[src/rtl/vga_monitor_if.sv]
// Video output bundle seen at the pixel-clock side of the display path.
//   vga_hs    : horizontal sync, active low
//   vga_vs    : vertical sync, active low
//   vga_blank : high during visible pixels
//   vga_rgb   : pixel colour
// master drives the bundle (controller or generator); slave only observes it.
interface vga_monitor_if;
  logic        vga_hs;
  logic        vga_vs;
  logic        vga_blank;
  logic [23:0] vga_rgb;

  modport master (output vga_hs, output vga_vs, output vga_blank, output vga_rgb);
  modport slave  (input  vga_hs, input  vga_vs, input  vga_blank, input  vga_rgb);
endinterface

[src/rtl/vga_monitor.sv]
// Passive checker for the VGA output. Compares sync/blank against a reference raster
// anchored on the vs falling edge, reports lock, sticky errors, clean-frame count and
// a per-frame sum of the active RGB samples. Has no effect on the display path.
//   pixel_clk, pixel_rst_n : clock and asynchronous active-low reset
//   vga                    : observed video bundle (slave modport)
//   clr_err                : clears the sticky error flags
//   locked                 : a full frame matched and checking is still clean
//   err_hsync/vsync/blank  : sticky mismatch flags
//   frame_cnt, frame_sum   : clean frames completed, RGB sum of the last one
//   sum_valid              : one-cycle pulse when frame_sum updates
module vga_monitor #(
  parameter int unsigned HDISP  = 800,
  parameter int unsigned HFP    = 40,
  parameter int unsigned HPULSE = 48,
  parameter int unsigned HBP    = 40,
  parameter int unsigned VDISP  = 480,
  parameter int unsigned VFP    = 13,
  parameter int unsigned VPULSE = 3,
  parameter int unsigned VBP    = 29
) (
  input  logic                pixel_clk,
  input  logic                pixel_rst_n,
  vga_monitor_if.slave        vga,
  input  logic                clr_err,
  output logic                locked,
  output logic                err_hsync,
  output logic                err_vsync,
  output logic                err_blank,
  output logic [15:0]         frame_cnt,
  output logic [31:0]         frame_sum,
  output logic                sum_valid
);

  localparam int unsigned HTOTAL = HPULSE + HBP + HDISP + HFP;
  localparam int unsigned VTOTAL = VPULSE + VBP + VDISP + VFP;
  // One spare value so the active-region end bound always fits.
  localparam int unsigned HW = $clog2(HTOTAL + 1);
  localparam int unsigned VW = $clog2(VTOTAL + 1);

  localparam logic [HW-1:0] HPulseEnd = HW'(HPULSE);
  localparam logic [HW-1:0] HActBeg   = HW'(HPULSE + HBP);
  localparam logic [HW-1:0] HActEnd   = HW'(HPULSE + HBP + HDISP);
  localparam logic [HW-1:0] HLast     = HW'(HTOTAL - 1);
  localparam logic [VW-1:0] VPulseEnd = VW'(VPULSE);
  localparam logic [VW-1:0] VActBeg   = VW'(VPULSE + VBP);
  localparam logic [VW-1:0] VActEnd   = VW'(VPULSE + VBP + VDISP);
  localparam logic [VW-1:0] VLast     = VW'(VTOTAL - 1);

  typedef enum logic [1:0] {StIdle, StCheck, StLocked} state_e;

  state_e        state_q, state_d;
  logic [HW-1:0] h_q, h_d;
  logic [VW-1:0] v_q, v_d;
  logic          prev_vs_q;
  logic [31:0]   acc_q, acc_d;
  logic          locked_q, locked_d;
  logic [2:0]    err_q, err_d;  // {blank, vsync, hsync}
  logic [15:0]   cnt_q, cnt_d;
  logic [31:0]   sum_q, sum_d;
  logic          sv_q, sv_d;

  logic       vs_fall;
  logic       hs_exp, vs_exp, blank_exp;
  logic       checking;
  logic [2:0] mism;
  logic       frame_end;

  // Reference raster at the current position and per-signal mismatch.
  always_comb begin
    vs_fall   = prev_vs_q & ~vga.vga_vs;
    hs_exp    = ~(h_q < HPulseEnd);
    vs_exp    = ~(v_q < VPulseEnd);
    blank_exp = (h_q >= HActBeg) && (h_q < HActEnd) && (v_q >= VActBeg) && (v_q < VActEnd);
    checking  = (state_q != StIdle);
    mism      = 3'b000;
    if (checking) begin
      mism = {vga.vga_blank ^ blank_exp, vga.vga_vs ^ vs_exp, vga.vga_hs ^ hs_exp};
    end
    frame_end = checking && (mism == 3'b000) && (h_q == HLast) && (v_q == VLast);
  end

  always_comb begin
    state_d = state_q;
    h_d     = h_q;
    v_d     = v_q;
    acc_d   = acc_q;
    cnt_d   = cnt_q;
    sum_d   = sum_q;
    sv_d    = 1'b0;
    // A new mismatch overrides a simultaneous clear.
    err_d   = (err_q & ~{3{clr_err}}) | mism;

    unique case (state_q)
      StIdle: begin
        acc_d = '0;
        // The fall sample itself is position (0,0); the next one is (1,0).
        if (vs_fall) begin
          state_d = StCheck;
          h_d     = HW'(1);
          v_d     = '0;
        end
      end
      StCheck, StLocked: begin
        if (mism != 3'b000) begin
          state_d = StIdle;
          acc_d   = '0;
        end else begin
          if (vga.vga_blank) begin
            acc_d = acc_q + {8'h00, vga.vga_rgb};
          end
          if (h_q == HLast) begin
            h_d = '0;
            v_d = (v_q == VLast) ? '0 : v_q + 1'b1;
          end else begin
            h_d = h_q + 1'b1;
          end
          if (frame_end) begin
            state_d = StLocked;
            sum_d   = acc_q;
            sv_d    = 1'b1;
            cnt_d   = cnt_q + 1'b1;
            acc_d   = '0;
          end
        end
      end
      default: state_d = StIdle;
    endcase

    locked_d = (state_d == StLocked);
  end

  always_ff @(posedge pixel_clk or negedge pixel_rst_n) begin
    if (!pixel_rst_n) begin
      state_q   <= StIdle;
      h_q       <= '0;
      v_q       <= '0;
      prev_vs_q <= 1'b1;
      acc_q     <= '0;
      locked_q  <= 1'b0;
      err_q     <= '0;
      cnt_q     <= '0;
      sum_q     <= '0;
      sv_q      <= 1'b0;
    end else begin
      state_q   <= state_d;
      h_q       <= h_d;
      v_q       <= v_d;
      prev_vs_q <= vga.vga_vs;
      acc_q     <= acc_d;
      locked_q  <= locked_d;
      err_q     <= err_d;
      cnt_q     <= cnt_d;
      sum_q     <= sum_d;
      sv_q      <= sv_d;
    end
  end

  assign locked    = locked_q;
  assign err_hsync = err_q[0];
  assign err_vsync = err_q[1];
  assign err_blank = err_q[2];
  assign frame_cnt = cnt_q;
  assign frame_sum = sum_q;
  assign sum_valid = sv_q;

endmodule

[src/flat_wrapper.sv]
// flat-port wrapper written by rule: the top's interface ports become plain ports
module vga_monitor_flat 
#(
  parameter int unsigned HDISP  = 800,
  parameter int unsigned HFP    = 40,
  parameter int unsigned HPULSE = 48,
  parameter int unsigned HBP    = 40,
  parameter int unsigned VDISP  = 480,
  parameter int unsigned VFP    = 13,
  parameter int unsigned VPULSE = 3,
  parameter int unsigned VBP    = 29
)
  (pixel_clk, pixel_rst_n, clr_err, locked, err_hsync, err_vsync, err_blank, frame_cnt, frame_sum, sum_valid, vga_vga_hs, vga_vga_vs, vga_vga_blank, vga_vga_rgb);
  vga_monitor_if vga_i ();
  input  logic pixel_clk;
  input  logic pixel_rst_n;
  input  logic clr_err;
  output logic locked;
  output logic err_hsync;
  output logic err_vsync;
  output logic err_blank;
  output logic [15:0] frame_cnt;
  output logic [31:0] frame_sum;
  output logic sum_valid;
  input wire logic [$bits(vga_i.vga_hs)-1:0] vga_vga_hs;
  input wire logic [$bits(vga_i.vga_vs)-1:0] vga_vga_vs;
  input wire logic [$bits(vga_i.vga_blank)-1:0] vga_vga_blank;
  input wire logic [$bits(vga_i.vga_rgb)-1:0] vga_vga_rgb;
  assign vga_i.vga_hs = vga_vga_hs;
  assign vga_i.vga_vs = vga_vga_vs;
  assign vga_i.vga_blank = vga_vga_blank;
  assign vga_i.vga_rgb = vga_vga_rgb;
  vga_monitor #(.HDISP(HDISP), .HFP(HFP), .HPULSE(HPULSE), .HBP(HBP), .VDISP(VDISP), .VFP(VFP), .VPULSE(VPULSE), .VBP(VBP)) u_core (.pixel_clk(pixel_clk), .pixel_rst_n(pixel_rst_n), .vga(vga_i), .clr_err(clr_err), .locked(locked), .err_hsync(err_hsync), .err_vsync(err_vsync), .err_blank(err_blank), .frame_cnt(frame_cnt), .frame_sum(frame_sum), .sum_valid(sum_valid));
endmodule
[config.mk]
export PLATFORM = sky130hd
export DESIGN_NAME = vga_monitor_flat
export DESIGN_NICKNAME = d
export VERILOG_FILES = /design/src/rtl/vga_monitor_if.sv /design/src/rtl/vga_monitor.sv /design/src/flat_wrapper.sv
export SDC_FILE = /design/constraint.sdc
export NUM_CORES = 1
export LEC_CHECK = 0
export CORE_MARGIN = 4
export CORE_UTILIZATION = 60
export CTS_CLUSTER_DIAMETER = 50
export DETAILED_ROUTE_END_ITERATION = 12
export PLACE_DENSITY = 0.84
export SLEW_MARGIN = 20
export SYNTH_ARGS = -nofsm -noshare
export SYNTH_HDL_FRONTEND = slang
export SYNTH_SLANG_ARGS = --single-unit
[constraint.sdc]
create_clock -name pixel_clk -period 5.8 [get_ports pixel_clk]
set_input_delay 1.45 -clock pixel_clk [delete_from_list [all_inputs] [get_ports pixel_clk]]
set_output_delay 1.45 -clock pixel_clk [all_outputs]
set_load 0.01 [all_outputs]
==> results of run 1 <==
==> critical path, stage by stage <==
cell and delay (ps):
clkdlybuf4s50_1 420, ha_1 250, fa_1 420, a21oi_1 260, o211ai_1 170, a221oi_1 510
o22ai_1 270, o2111ai_1 270, a21oi_1 210, and4b_1 270, a211o_1 230
==> power groups by stage <==
stage	combinational (mW)	clock, mW	sequential [mW]
floorplan	0.663	0	0.904
global placement	0.833	0	0.919
detailed placement	0.863	0	0.923
CTS	0.869	0.436	0.908
global route	0.974	0.471	0.922
finish	0.874	0.430	0.910
==> stage by stage <==
stage                     hold WS (ps)  total power [mW]
after floorplan                    472              1.57
after detailed placement           456              1.79
after CTS                          478              2.21
after global placement             448              1.75
final                              476              2.21
after global routing               489              2.37
==> area by class of cell <==
cell class | instances | area [um2]
sequential | 108 | 2700
fill | 781 | 2650
timing repair buffer | 86 | 848
tap | 133 | 166
clock buffer | 11 | 141
inverter | 17 | 63.8
clock inverter | 5 | 37.5
multi-input combinational | 517 | 3210
==> cell usage after synthesis, types with 2 or more instances <==
master	instances
clkbuf_1	16
nor2_1	35
or3_1	8
a21o_1	6
inv_1	17
a31o_2	2
xnor2_1	22
nand2_1	142
nand2b_1	6
a211o_1	2
or4_1	5
o31ai_1	9
a32o_1	3
ha_1	30
o21bai_1	3
nor4_1	5
a211oi_1	4
o211ai_1	5
xor2_1	15
o21ai_0	38
o41ai_2	2
nand4_1	12
and3_1	12
a31oi_1	6
a22oi_1	2
and4_1	2
o21a_1	5
buf_6	2
buf_1	3
and2_1	3
o32ai_1	3
o22ai_1	3
a22o_1	21
nand3_1	25
a21boi_0	2
mux2i_1	2
buf_2	4
nor3_1	15
dfrtp_1	107
a21oi_1	30
nor2b_1	8
a2111oi_0	2
==> registers in the layout, summed over array words and instances, names as in the netlist <==
signal	count
u_core.acc_q	32
u_core.err_q	3
u_core.frame_cnt	16
u_core.frame_sum	32
u_core.h_q	10
u_core.locked	1
u_core.prev_vs_q	1
u_core.state_q	2
u_core.sum_valid	1
u_core.v_q	10
==> worst min-delay path by stage <==
stage | to | slack (ps)
final | u_core.frame_sum[23] | 480
after global routing | u_core.frame_sum[10] | 490
after CTS | u_core.frame_sum[10] | 480
after detailed placement | u_core.frame_sum[10] | 460
after global placement | u_core.frame_sum[8] | 450
after floorplan | u_core.frame_sum[14] | 470
==> cells in the final DEF, fill, tap and decap left out, types with 6 or more instances in the layout <==
master	instances
a21o_1	6
a21oi_1	30
a22o_1	21
a31oi_1	6
and3_1	12
clkbuf_8	10
clkdlybuf4s50_1	81
dfrtp_1	107
ha_1	30
inv_1	17
nand2_1	142
nand2b_1	6
nand3_1	25
nand4_1	12
nor2_1	35
nor2b_1	8
nor3_1	15
o21ai_0	38
o31ai_1	9
or3_1	8
xnor2_1	22
xor2_1	15
==> cell families after synthesis <==
kind of cell             count (synthesis)  share of synthesized area, %
AO/OA/AOI/OAI                          159                          18.1
XOR/XNOR                                37                          5.31
multiplexers                             2                         0.328
AND/OR/NAND/NOR                        288                          22.4
buffers and inverters                   43                          3.04
adder cells (fa/ha/maj)                 31                          6.48
flip-flops                             108                          44.3
==> routing by layer <==
metal / wire (um) / vias up / track usage [%]
met5: 0 / - / 0
li1: - / 2540 / -
met1: 6300 / 2549 / 33.9
met2: 7130 / 148 / 44.7
met3: 734 / 28 / 3.02
met4: 270 / 0 / 7.75
==> run metrics, run 1 <==
status=complete, no violations; P_sw=0.846 mW; crit-path max FO=7; die span in x=109 um; largest net degree at the start of global routing=75; # rows=36; Vias=5265; Fin Clk Skew=11.9 ps; RR Startpoint=u_core.v_q[0]; CP endpoint kind=flop; HPWL Detailed=10500 um; grt total ovfl=0; Antenna Violating Nets Remaining=0; Max Cap Viol=0; CP arrival=4730 ps; Post-Route WL=14400 um; die height=109 um; FF-to-FF setup slack=2030 ps; Yosys warnings=0; Overall Global Routing Usage=25.7%; Synth async-reset ratio=100%; drt initial violations=288; CP required=6050 ps; Pwr Density=309 nW/um2; first-pass GRT wire length=24600 um; initial antenna violation count=0; Area Overhead vs Synth=17.6%; sequential cell fraction of total power=41.1%; Worst Setup SP=vga_vga_rgb[0]; Final Util=73.0%; Post CTS Setup Buffer Count=0; final setup vio count=0; pre-CTS setup slack=976 ps; CTS tree=yes; vias per cell=6.00; dominant cell type by area after synthesis=dfrtp_1; f_max=223 MHz; post-CTS sizing=0; final worst slack=1320 ps; vias in the first global route=5096; design area=7170 um2; ant diodes=0; Clk pwr share=19.4%; Starting Density=62.1%; Clock Path Buffers=2; placed instance area=6990 um2; CTS Hold Bufs=0; core area=9820 um2; number of synthesized flops with an enable pin=0; Sw Share=38.2%; CP Capture Point=u_core.acc_q[30]; Die Area=11800 um2; Net count, final=800; worst hold path type=flop to flop; placed insts=861; unrepaired setup endpoints after global routing=no; crit start category=primary input; Distinct cells, synth=66; WL/cell=16.5 um; drt first pass iters=5; ranking of synthesized cells by area=dfrtp_1 (44%), nand2_1 (8.7%), ha_1 (6.2%), xnor2_1 (3.2%), o21ai_0 (3.1%); Synth Flop Type=dfrtp_1; CTS H-tree lvls=3; Reg clk slew, reported paths=100 ps; hold_sp=u_core.frame_sum[23]; synthesized area per cell=9.13 um2; Logic pwr share=39.5%; register bit total from synthesis=108; worst rel slew slack=38.5%; Hold Path Cell Cnt=2; Layout Cells excl Fill=877; layout cell share with drive strength beyond 1=4.70%; latest clock arrival within the worst-skew pair=370 ps; fin crit share=77.2%; RePlAce Congestion=0.901; Clock Sinks=108; # DRC=0; IO buf count=82; register area share after synthesis=44.3%; Least-Margin Pin Slew=923 ps; top cell type's share of synthesized area=43.9%; synthesized netlist cell count=668; Syn Std Cell Area=6100 um2; I/O pins=83; setup TNS=0 ps; Final Hold Fails=0; Syn Nets=729; Crit Path Class=primary input to flop; worst r2r path cells=10; CTS Buf Count=9; Reg2Reg Capture Point=u_core.acc_q[21]; Static Leak=3.33 nW; Slew Viols, Final=0; Peak VDD IR=0.000215 V; Int Pwr=1.37 mW; min cycle time layout=4480 ps; CTS root buf=clkbuf_8
No activity file was read; power rests on OpenSTA's default activity.
==> run 2: changes to the inputs <==
--- a/config.mk
+++ b/config.mk
@@ -6,10 +6,10 @@
 export NUM_CORES = 1
 export LEC_CHECK = 0
 export CORE_MARGIN = 4
-export CORE_UTILIZATION = 60
+export CORE_UTILIZATION = 50
 export CTS_CLUSTER_DIAMETER = 50
 export DETAILED_ROUTE_END_ITERATION = 12
-export PLACE_DENSITY = 0.84
+export PLACE_DENSITY = 0.75
 export SLEW_MARGIN = 20
 export SYNTH_ARGS = -nofsm -noshare
 export SYNTH_HDL_FRONTEND = slang
==> constraint.sdc (replaced) <==
create_clock -name pixel_clk -period 4.1 [get_ports pixel_clk]
set_input_delay 1.025 -clock pixel_clk [delete_from_list [all_inputs] [get_ports pixel_clk]]
set_output_delay 1.025 -clock pixel_clk [all_outputs]
set_load 0.01 [all_outputs]
==> run 2 against run 1 <==
Cell area up 2.5%. Flip-flop and latch count unchanged. Cell count up 2.4%. Setup slack worse by 1000 ps. Clock power up 92%. First-iteration DRC count up 25%. Die area up 18%. Largest power group unchanged. Non-clock buffer count up 7. Combinational power up 43%.
==> run metrics, run 2 (synthesis gave the netlist of run 1 again) <==
fill cell count=1041 (was 781); worst r2r path cells=9 (was 10); die span in x=118 um (was 109 um); CTS root buf=clkbuf_16 (was clkbuf_8); # DRC=0 (unchanged); ant diodes=0 (unchanged); Starting Density=51.0% (was 62.1%); Overall Global Routing Usage=20.6% (was 25.7%); vias in the first global route=5004 (was 5096); initial antenna violation count=0 (unchanged); CTS tree=yes (unchanged); CP cell instances=clkdlybuf4s50_1, ha_1, fa_1, a21oi_1, o211ai_1, a221oi_1, o22ai_1, o2111ai_1, a21oi_1, and3_1, a211o_1 (was clkdlybuf4s50_1, ha_1, fa_1, a21oi_1, o211ai_1, a221oi_1, o22ai_1, o2111ai_1, a21oi_1, and4b_1, a211o_1); WL/cell=15.7 um (was 16.5 um); hold_sp=u_core.frame_sum[7] (was u_core.frame_sum[23]); Static Leak=3.41 nW (was 3.33 nW); die height=118 um (was 109 um); Crit Path Class=primary input to flop (unchanged); status=complete, no violations (unchanged); Die Area=14000 um2 (was 11800 um2); I/O pins=83 (unchanged); unrepaired setup endpoints after global routing=no (unchanged); latest clock arrival within the worst-skew pair=350 ps (was 370 ps); grt total ovfl=0 (unchanged); drt initial violations=359 (was 288); CP endpoint kind=flop (unchanged); Power, Total=3.36 mW (was 2.21 mW); Worst Setup SP=vga_vga_rgb[0] (unchanged); Fin Clk Skew=6.93 ps (was 11.9 ps); final setup vio count=0 (unchanged); core area=12000 um2 (was 9820 um2); Final Util=61.5% (was 73.0%); met3 wire length=626 um (was 734 um); CTS H-tree lvls=3 (unchanged); Reg clk slew, reported paths=70 ps (was 100 ps); Area Overhead vs Synth=20.6% (was 17.6%); worst hold path type=flop to flop (unchanged); crit start category=primary input (unchanged); f_max=265 MHz; Slew Viols, Final=0 (unchanged); Least-Margin Pin Slew=889 ps (was 923 ps); RePlAce Congestion=0.881 (was 0.901); Top Metal Used=met4 (unchanged); HPWL Detailed=10200 um (was 10500 um); M1 wire length=6580 um (was 6300 um); most used cell, CP=a21oi_1 (unchanged); CTS Hold Bufs=0 (unchanged); Post CTS Setup Buffer Count=0 (unchanged); drt first pass iters=5 (unchanged); worst hold slack=465 ps (was 476 ps); IO buf count=82 (unchanged); post-CTS sizing=0 (unchanged); Net count, final=807 (was 800); most common cell after layout, fill and taps aside=nand2_1 (unchanged); Final Hold Fails=0 (unchanged); Hold Path Cell Cnt=2 (unchanged); Clock Sinks=108 (unchanged); CP arrival=4010 ps (was 4730 ps); Pwr Density=457 nW/um2 (was 309 nW/um2); min cycle time layout=3770 ps; Max Cap Viol=0 (unchanged); # rows=40 (was 36); CP required=4340 ps (was 6050 ps); CTS Buf Count=9 (unchanged); worst rel slew slack=40.7% (was 38.5%); vias per cell=5.76 (was 6.00); largest net degree at the start of global routing=70 (was 75); Post-Route WL=14100 um (was 14400 um); layout cell share with drive strength beyond 1=5.73% (was 4.70%); FF-to-FF setup slack=680 ps (was 2030 ps); Clock Path Buffers=2 (unchanged); RR Startpoint=u_core.v_q[0] (unchanged); Antenna Violating Nets Remaining=0 (unchanged); Vias=5170 (was 5265); Crit path largest cell delay=420 ps (was 510 ps); commonest non-fill, non-tap cells in the layout=nand2_1 (142), dfrtp_1 (107), clkdlybuf4s50_1 (81) (unchanged); metal2 WL=6630 um (was 7130 um); first-pass GRT wire length=24100 um (was 24600 um); crit path max-delay cell type=clkdlybuf4s50_1 (was a221oi_1); Peak VDD IR=0.000256 V (was 0.000215 V); fin crit share=92.0%; crit-path max FO=7 (unchanged)
[run 2: cell types whose count changed in the layout (fill, tap and decap cells not counted), sizes merged]
cell	previous run	this run
clkbuf	11	10
clkinvlp	2	4
clkinv	3	2
buf	5	12
[run 2: final timing paths]
check | end
max | u_core.acc_q[26]
min | u_core.frame_sum[7]
max reg2reg | u_core.acc_q[15]
min reg2reg | u_core.frame_sum[7]
max in group asynchronous | u_core.frame_sum[28]
min in group asynchronous | u_core.frame_cnt[11]
[run 2: power by group]
part	leakage, nW	switching, mW	internal [mW]
combinational	1.80	0.715	0.534
clock	0.127	0.399	0.427
sequential	1.48	0.107	1.18
[run 2: metal layers]
| metal | track usage, % | up-vias |
|---|---|---|
| met2 | 34.0 | 130 |
| met1 | 27.7 | 2457 |
| met3 | 3.21 | 27 |
| met5 | 0 | - |
| met4 | 7.46 | 0 |
| li1 | - | 2556 |
[run 2: final cells by class]
cell class | instances | area (um2) | share of cell area, %
Clock inverter | 6 | 40.0 | 0.544
Inverter | 17 | 63.8 | 0.868
Timing Repair Buffer | 93 | 913 | 12.4
Clock buffer | 10 | 239 | 3.25
Sequential cell | 108 | 2700 | 36.8
Tap cell | 147 | 184 | 2.50
Multi-Input combinational cell | 517 | 3210 | 43.7
[run 2: worst max-delay path, delay by kind of cell]
family / cells / cell delay, ps
compound gates: 7 / 1680
fa+ha+maj: 2 / 660
buf+inv: 1 / 420
simple gates: 1 / 230
[run 2: per-stage QoR]
stage / TNS, ps / cell area [um2] / cells / setup WS, ps
finish: 0 / 7350 / 898 / 329
detailed placement: -39.9 / 7080 / 882 / -20.1
global route: 0 / 7350 / 898 / 160
global placement: 0 / 7080 / 882 / 80.7
floorplan: 0 / 6100 / 668 / 593
CTS: 0 / 7350 / 898 / 332
==> run 3: changes to the inputs <==
--- a/config.mk
+++ b/config.mk
@@ -5,11 +5,12 @@
 export SDC_FILE = /design/constraint.sdc
 export NUM_CORES = 1
 export LEC_CHECK = 0
+export ABC_CLOCK_PERIOD_IN_PS = 3800
 export CORE_MARGIN = 4
-export CORE_UTILIZATION = 50
+export CORE_UTILIZATION = 56
 export CTS_CLUSTER_DIAMETER = 50
 export DETAILED_ROUTE_END_ITERATION = 12
-export PLACE_DENSITY = 0.75
+export PLACE_DENSITY = 0.79
 export SLEW_MARGIN = 20
 export SYNTH_ARGS = -nofsm -noshare
 export SYNTH_HDL_FRONTEND = slang
==> constraint.sdc (replaced) <==
create_clock -name pixel_clk -period 3.8 [get_ports pixel_clk]
set_input_delay 0.95 -clock pixel_clk [delete_from_list [all_inputs] [get_ports pixel_clk]]
set_output_delay 0.95 -clock pixel_clk [all_outputs]
set_load 0.01 [all_outputs]
==> run 3 against run 2 <==
Setup slack got worse by 100 ps. Worst hold slack better by 7.9 ps. Clock power down 19%. Sequential power increased by 8%. Non-clock buffer count grew 12. Count of clock-buffer cells in the layout rose by 4. Flip-flop and latch count unchanged. Largest power group is now combinational logic.
==> run metrics, run 3 (synthesis gave the netlist of run 1 again) <==
WL/cell=16.5 um (was 15.7 um); die height=112 um (was 118 um); Logic pwr share=40.8% (was 37.1%); drt first pass iters=5 (unchanged); latest clock arrival within the worst-skew pair=380 ps (was 350 ps); Crit path largest cell delay=420 ps (about the same); initial antenna violation count=0 (unchanged); hold_sp=u_core.frame_sum[8] (was u_core.frame_sum[7]); final worst slack=225 ps (was 329 ps); crit-path max FO=5 (was 7); Antenna Violating Nets Remaining=0 (unchanged); RePlAce Congestion=0.894 (was 0.881); Hold Path Cell Cnt=2 (unchanged); I/O pins=83 (unchanged); status=complete, no violations (unchanged); CP endpoint kind=flop (unchanged); Crit Path Class=primary input to flop (unchanged); pre-CTS setup slack=-144 ps (was -20.1 ps); CP arrival=3840 ps (was 4010 ps); CTS tree=yes (unchanged); Post CTS Setup Buffer Count=0 (unchanged); crit start category=primary input (unchanged); WP buf/inv=1 (unchanged); Post-Route WL=14900 um (was 14100 um); ant diodes=0 (unchanged); # rows=37 (was 40); Net count, final=819 (was 807); Reg clk slew, reported paths=100 ps (was 70 ps); most common cell after layout, fill and taps aside=nand2_1 (unchanged); most used cell, CP=a21oi_1 (unchanged); post-CTS sizing=0 (unchanged); RR Startpoint=u_core.v_q[0] (unchanged); grt total ovfl=0 (unchanged); fin crit share=94.1%; CTS Hold Bufs=0 (unchanged); CP cell instances=clkdlybuf4s50_1, ha_1, fa_1, a21oi_1, o211ai_1, a221oi_1, o22ai_1, o2111ai_1, a21oi_1, and3_1, a211o_1 (unchanged); first-pass GRT wire length=25400 um (was 24100 um); Layout Cells excl Fill=899 (was 898); CP required=4070 ps (was 4340 ps); layout cell share with drive strength beyond 1=6.95% (was 5.73%); f_max=280 MHz; FF-to-FF setup slack=430 ps (was 680 ps); crit path max-delay cell type=clkdlybuf4s50_1 (unchanged); Clock Sinks=108 (unchanged); worst hold slack=473 ps (was 465 ps); design area=7350 um2 (about the same); Clk pwr share=19.3% (was 24.5%); worst hold path type=flop to flop (unchanged); CTS Buf Count=9 (unchanged); largest net degree at the start of global routing=49 (was 70); Peak VDD IR=0.000266 V (was 0.000256 V); vias per cell=5.96 (was 5.76); Int Pwr=2.19 mW (was 2.14 mW); Max Cap Viol=0 (unchanged); min cycle time layout=3570 ps; die span in x=112 um (was 118 um); Fin Clk Skew=13.9 ps (was 6.93 ps); worst r2r path cells=10 (was 9); fill cell count=848 (was 1041); vias in the first global route=5259 (was 5004); P_sw=1.30 mW (was 1.22 mW); Area Overhead vs Synth=20.5% (was 20.6%); unrepaired setup endpoints after global routing=no (unchanged); Sw Share=37.3% (was 36.3%); final setup vio count=0 (unchanged); Die Area=12600 um2 (was 14000 um2); placed insts=883 (was 882); critical path's top delay family=compound AO/OA/AOI/OAI gates (unchanged); HPWL Detailed=10900 um (was 10200 um); Static Leak=3.44 nW (was 3.41 nW); Least-Margin Pin Slew=626 ps (was 889 ps); worst rel slew slack=58.3% (was 40.7%); Clock Path Buffers=2 (unchanged); sequential cell fraction of total power=39.9% (was 38.3%); Slew Viols, Final=0 (unchanged); Final Hold Fails=0 (unchanged); Overall Global Routing Usage=24.1% (was 20.6%); IO buf count=82 (unchanged); Starting Density=58.3% (was 51.0%); core area=10500 um2 (was 12000 um2); Reg2Reg Capture Point=u_core.frame_cnt[13] (was u_core.acc_q[15]); # DRC=0 (unchanged); CTS root buf=clkbuf_8 (was clkbuf_16); Pwr Density=475 nW/um2 (was 457 nW/um2); CTS H-tree lvls=3 (unchanged); Vias=5356 (was 5170); Power, Total=3.49 mW (was 3.36 mW); placed instance area=7160 um2 (was 7080 um2); commonest non-fill, non-tap cells in the layout=nand2_1 (142), dfrtp_1 (107), clkdlybuf4s50_1 (81) (unchanged); drt initial violations=330 (was 359); Worst Hold Path EP=u_core.frame_sum[8] (was u_core.frame_sum[7])
run 3: worst min-delay path: cells and delay by family (launching register included):
kind,cells,cell delay [ps]
simple gates,2,100
flops,1,350
run 3: worst max-delay path by stage:
| stage | slack, ps | to | depth (start not counted) | start |
|---|---|---|---|---|
| finish | 230 | u_core.acc_q[26] | 11 | vga_vga_rgb[0] |
| global placement | -80 | u_core.acc_q[20] | 12 | vga_vga_rgb[0] |
| global route | 20 | u_core.acc_q[28] | 12 | vga_vga_rgb[0] |
| floorplan | 370 | u_core.acc_q[26] | 10 | vga_vga_rgb[0] |
| CTS | 240 | u_core.acc_q[26] | 11 | vga_vga_rgb[0] |
| detailed placement | -140 | u_core.acc_q[24] | 11 | vga_vga_rgb[0] |
run 3: area by class of cell:
class                           instances  area, um2  area share, %
Tap cell                              136        170           2.32
Sequential cell                       108       2700           36.8
Inverter                               17       63.8          0.869
Timing Repair Buffer                  105       1020           13.8
Multi-Input combinational cell        517       3210           43.7
Clock buffer                           14        173           2.35
Clock inverter                          2       10.0          0.136
run 3: metal layers:
metal  vias to the layer above  share of wire (%)  track usage (%)
li1                       2572                  -                -
met1                      2601                 45             31.9
met2                       160                 49             41.2
met3                        23                4.1             3.83
met4                         0                1.7             7.21
met5                         -                  0                0
run 3: power groups by stage:
stage	Combinational, mW	Clock [mW]	Sequential [mW]
4_1_cts	1.41	0.689	1.39
5_1_grt	1.57	0.746	1.41
6_report	1.42	0.673	1.39
2_1_floorplan	1.01	0	1.38
3_3_place_gp	1.34	0	1.40
3_5_place_dp	1.40	0	1.41
run 3: through the flow:
stage,TNS (ps),utilization (%)
floorplan,0,-
global placement,-371,68.5
detailed placement,-710,68.5
CTS,0,70.2
global route,0,70.2
finish,0,70.2
